`src/rtl/fifo_wr_arbiter.sv`:
```
// Round-robin arbiter sharing the async FIFO write port among NREQ producers.
// Each grant lasts until the requester's last word or MAXBURST words, whichever comes first.
module fifo_wr_arbiter #(
    parameter int NREQ     = 4,
    parameter int DATASIZE = 8,
    parameter int MAXBURST = 16,
    parameter int IDW      = 2
) (
    input  logic                     wclk,
    input  logic                     wrst,
    input  logic [NREQ-1:0]          req_valid,
    input  logic [NREQ*DATASIZE-1:0] req_data,
    input  logic [NREQ-1:0]          req_last,
    output logic [NREQ-1:0]          req_ready,
    input  logic                     wfull,
    output logic                     winc,
    output logic [DATASIZE-1:0]      wdata,
    output logic [IDW-1:0]           grant_id,
    output logic                     busy
);

    localparam int PW = (NREQ > 1) ? $clog2(NREQ) : 1;
    localparam int CW = $clog2(MAXBURST + 1);

    typedef enum logic {
        IDLE  = 1'b0,
        BURST = 1'b1
    } state_t;

    state_t              state;
    logic [PW-1:0]       gidx;
    logic [PW-1:0]       rr_ptr;
    logic [CW-1:0]       burst_cnt;
    logic [PW-1:0]       pick_id;
    logic [PW-1:0]       cand;
    logic                pick_found;
    logic                burst_done;
    logic [DATASIZE-1:0] words [NREQ];

    for (genvar i = 0; i < NREQ; i++) begin : g_words
        assign words[i] = req_data[i*DATASIZE +: DATASIZE];
    end

    // Walk the ring from farthest to nearest so the last hit is the requester right after rr_ptr.
    always_comb begin
        pick_found = 1'b0;
        pick_id    = '0;
        cand       = '0;
        for (int k = NREQ; k >= 1; k--) begin
            cand = PW'((int'(rr_ptr) + k) % NREQ);
            if (req_valid[cand]) begin
                pick_found = 1'b1;
                pick_id    = cand;
            end
        end
    end

    // Handshake: a word moves on a cycle where req_valid[g] & req_ready[g]; that is exactly winc.
    // Ready depends only on grant and wfull, never on valid, so producers may wait on it.
    always_comb begin
        req_ready  = '0;
        winc       = 1'b0;
        wdata      = words[gidx];
        burst_done = req_last[gidx] | (burst_cnt == CW'(MAXBURST - 1));
        if (state == BURST) begin
            req_ready = wfull ? '0 : (NREQ'(1'b1) << gidx);
            winc      = req_valid[gidx] & ~wfull;
        end
    end

    assign grant_id = IDW'(gidx);

    always_ff @(posedge wclk or posedge wrst) begin
        if (wrst) begin
            state     <= IDLE;
            gidx      <= '0;
            burst_cnt <= '0;
            rr_ptr    <= PW'(NREQ - 1);
            busy      <= 1'b0;
        end else begin
            case (state)
                IDLE: begin
                    if (pick_found) begin
                        gidx      <= pick_id;
                        burst_cnt <= '0;
                        state     <= BURST;
                        busy      <= 1'b1;
                    end
                end
                BURST: begin
                    if (winc) begin
                        if (burst_done) begin
                            rr_ptr    <= gidx;
                            burst_cnt <= '0;
                            state     <= IDLE;
                            busy      <= 1'b0;
                        end else begin
                            burst_cnt <= burst_cnt + 1'b1;
                        end
                    end
                end
                default: begin
                    state <= IDLE;
                    busy  <= 1'b0;
                end
            endcase
        end
    end

endmodule
```
`config.mk`:
```
export PLATFORM = sky130hd
export DESIGN_NAME = fifo_wr_arbiter
export DESIGN_NICKNAME = d
export VERILOG_FILES = /design/src/rtl/fifo_wr_arbiter.sv
export SDC_FILE = /design/constraint.sdc
export NUM_CORES = 1
export LEC_CHECK = 0
export ABC_CLOCK_PERIOD_IN_PS = 2100
export CORE_MARGIN = 2
export CORE_UTILIZATION = 32
export DETAILED_ROUTE_END_ITERATION = 10
export GPL_TIMING_DRIVEN = 0
export PLACE_DENSITY = 0.74
export SLEW_MARGIN = 20
export SYNTH_ARGS = -nofsm -noshare
export SYNTH_HDL_FRONTEND = slang
export SYNTH_SLANG_ARGS = --single-unit
export TNS_END_PERCENT = 5
```
`constraint.sdc`:
```
create_clock -name wclk -period 2.1 [get_ports wclk]
set_input_delay 0.63 -clock wclk [delete_from_list [all_inputs] [get_ports wclk]]
set_output_delay 0.63 -clock wclk [all_outputs]
set_load 0.1 [all_outputs]
```
==> reports/results.ini <==
[run_status]
status = finished with violations
violations = negative setup slack

[layout]
fill_cells = 212
drive_above_1_share_pct = 40.3
final_nets = 200
final_cell_count_no_fill = 185
area_growth_pct = 97.8
final_cell_mix = dlygate4sd2_1, buf_12, mux4_2
n_antenna_cell = 0
mostFrequentLayoutCell = dlygate4sd2_1
finalInstanceArea_um2 = 1780
finish.utilization_pct = 65.7

[power_and_ir_drop]
p_sw_share_pct = 55.0
seq_power_share_pct = 12.9
irDropWorstVdd_mv = 1.70
pwr-share-comb_pct = 82.3
p_sw_w = 0.00170
power.density_nw_per_um2 = 1730
power_frac_clock_pct = 4.9
p_int_w = 0.00139
p_leak_nw = 0.775

[detailed_routing]
wirelength_um = 3010
vias_per_cell = 5.42
top_layer = met4
wl_met3_um = 272
wl_met1_um = 1240
drt.antenna.violating_nets = 0
drt-pass1-iter-count = 4
avgRoutedWirePerCell_um = 16.3
drc = 0
drt_iter0_markers = 30
vias = 1003
route.met2.wl_um = 1440

[global_route]
grt_pass1_wl_um = 5100
overflow = 0
antenna_found_initial = 0
grt_util_all_layers_pct = 19.7
grt_pass1_vias = 1061
grt_max_degree = 12

[clocking]
h-tree-depth = 1
clk_pin_slew_ns = 0.08
ctsRootBufferMaster = clkbuf_4
clkSinkCount = 11
numCtsBuffers = 3
hold_buffers = 0
cts_tree = yes
clkLatencyLatePin_ns = 0.28
clockBufferDepth = 2

[sta]
fmax_mhz = 443
drv_slew = 0
finalClockSkew_ns = 0.00674
worstMarginPinSlew_ns = 0.953
rsz0062_at_grt = yes
hold_violations = 0
fin_tns_setup_ns = -1.55
min_period_over_period_pct = 107
post-route-min-period_ns = 2.26
setup_viol = 14
finalWorstSetupSlack_ns = -0.157
slew_headroom_pct = 36.7

[synth]
synth-compound-area-share_pct = 15.4
yosysWarningCount = 0
synth_cell_types = 36
synth_ff_type = dfrtp_1
synth_top_family_by_area = multiplexers
synth_fa_ha_area_share_pct = 2.78
async_flop_share_pct = 100
syn_inst = 87
syn_avg_cell_area_um2 = 10.4
synth-xor-area-share_pct = 0
synthMuxAreaShare_pct = 29.9
synthSimpleGateAreaFrac_pct = 16.4
synth-seq-area-share_pct = 30.8
synth_edf_count = 0
syn_area_um2 = 901
syn_nets = 132
synth-seq-cells = 11

[critical_path]
crit_buf_inv = 2
cp_cell_sequence = buf_6 > and3b_2 > a22o_4 > buf_12
critPathRequiredTime_ns = 1.47
worst-setup-path-type = flop to output pin
critical-path-max-stage-delay_ns = 0.51
cp_max_fo = 5
worstSetupStartpointType = flop
critPathTopFamily = flip-flops
worstSetupEndpointType = output pin
slowest_stage = dfrtp_4
critPathArrivalTime_ns = 1.63

[floorplanning]
die_height_um = 57.1
std_cell_rows = 19
core_um2 = 2710
io_pins = 59
start_util_pct = 33.2
die_area_um2 = 3260
die_w_um = 57.1

[placement]
hpwl_um = 2280
dp_cells = 176
finalWeightedCongestion = 0.768
io_buffer_count = 58
dpl_cell_area_um2 = 1580

[worst_hold_path]
hold_class = flop to flop

[job]
cap_viol_max_count = 0

-- cell usage after synthesis, types with 2 or more instances --
cell	instances	share of area (%)
nand2_1	6	2.5
buf_1	2	0.83
mux2_1	3	3.7
nor2_1	2	0.83
nand2b_1	5	3.5
a21oi_1	4	2.2
dfrtp_1	9	25
o221ai_1	2	1.9
nor2b_1	3	2.1
o22ai_1	2	1.4
dfstp_2	2	5.8
mux2_2	4	5.0
ha_1	2	2.8
o21ai_0	4	2.2
mux4_2	8	20
and2_1	2	1.4
inv_1	7	2.9
a21o_1	2	1.7
-- worst paths after layout --
| kind | from | endpoint | slack (ns) | cells after the start |
|---|---|---|---|---|
| max in group asynchronous | wrst | grant_id[1]$_DFFE_PP0P_ | 1.13 | 2 |
| min in group asynchronous | wrst | burst_cnt[2]$_DFFE_PP0P_ | 0.64 | 2 |
| worst min-delay path | busy$_DFFE_PP0P_ | busy$_DFFE_PP0P_ | 0.49 | 1 |
| worst max-delay path | grant_id[0]$_DFFE_PP0P_ | winc | -0.16 | 4 |
| worst min register to register | busy$_DFFE_PP0P_ | busy$_DFFE_PP0P_ | 0.49 | 1 |
| worst max register to register | burst_cnt[0]$_DFFE_PP0P_ | burst_cnt[2]$_DFFE_PP0P_ | 0.11 | 8 |
-- registers in the layout, indices dropped and copies added, names as in the netlist --
| register | flops |
|---|---|
| state | 1 |
| rr_ptr | 2 |
| burst_cnt | 5 |
| grant_id | 2 |
| busy | 1 |
-- layer usage --
metal	GRT usage (%)	vias to the layer above
met5	0	-
met4	5.98	0
met3	4.54	7
met2	34.2	52
met1	24.4	480
li1	-	464
-- timing repair --
action / in CTS / in global routing
buffers inserted: 6 / 0
endpoints found under the setup margin: 23 / 22
pin swaps: 3 / 1
resized for setup: 174 / 8
-- power groups by stage --
stage	Combinational, W	Clock, W	Sequential (W)
finish	0.00254	0.000151	0.000397
global route	0.00264	0.000162	0.000414
CTS	0.00251	0.000153	0.000398
detailed placement	0.00211	0	0.000387
global placement	0.00209	0	0.000377
floorplan	0.00147	0	0.000564
-- logic make-up after synthesis --
group	count (synthesis)
muxes	16
adders and majority gates	2
buffers and inverters	11
AOI/OAI and AO/OA	21
DFF	11
and+or+nand+nor	26
-- per-stage QoR --
stage          setup slack (ns)  power (W)  hold WS (ns)
5_1_grt                  -0.198    0.00322         0.513
4_1_cts                  -0.164    0.00306         0.495
3_5_place_dp              -1.27    0.00249         0.471
3_3_place_gp              -1.25    0.00246         0.466
2_1_floorplan            -0.132    0.00204         0.450
6_report                 -0.157    0.00309         0.488
-- final cells by class --
class | count | area [µm²] | area share [%]
plain buffers | 3 | 46.3 | 2.60
clock buffers | 3 | 22.5 | 1.26
clock inverters | 1 | 5.00 | 0.281
inverters | 7 | 26.3 | 1.47
multi-input cells | 65 | 649 | 36.4
flip-flops and latches | 11 | 285 | 16.0
well taps | 31 | 38.8 | 2.18
repair buffers | 64 | 708 | 39.7
Power figures use the tool's default switching activity.
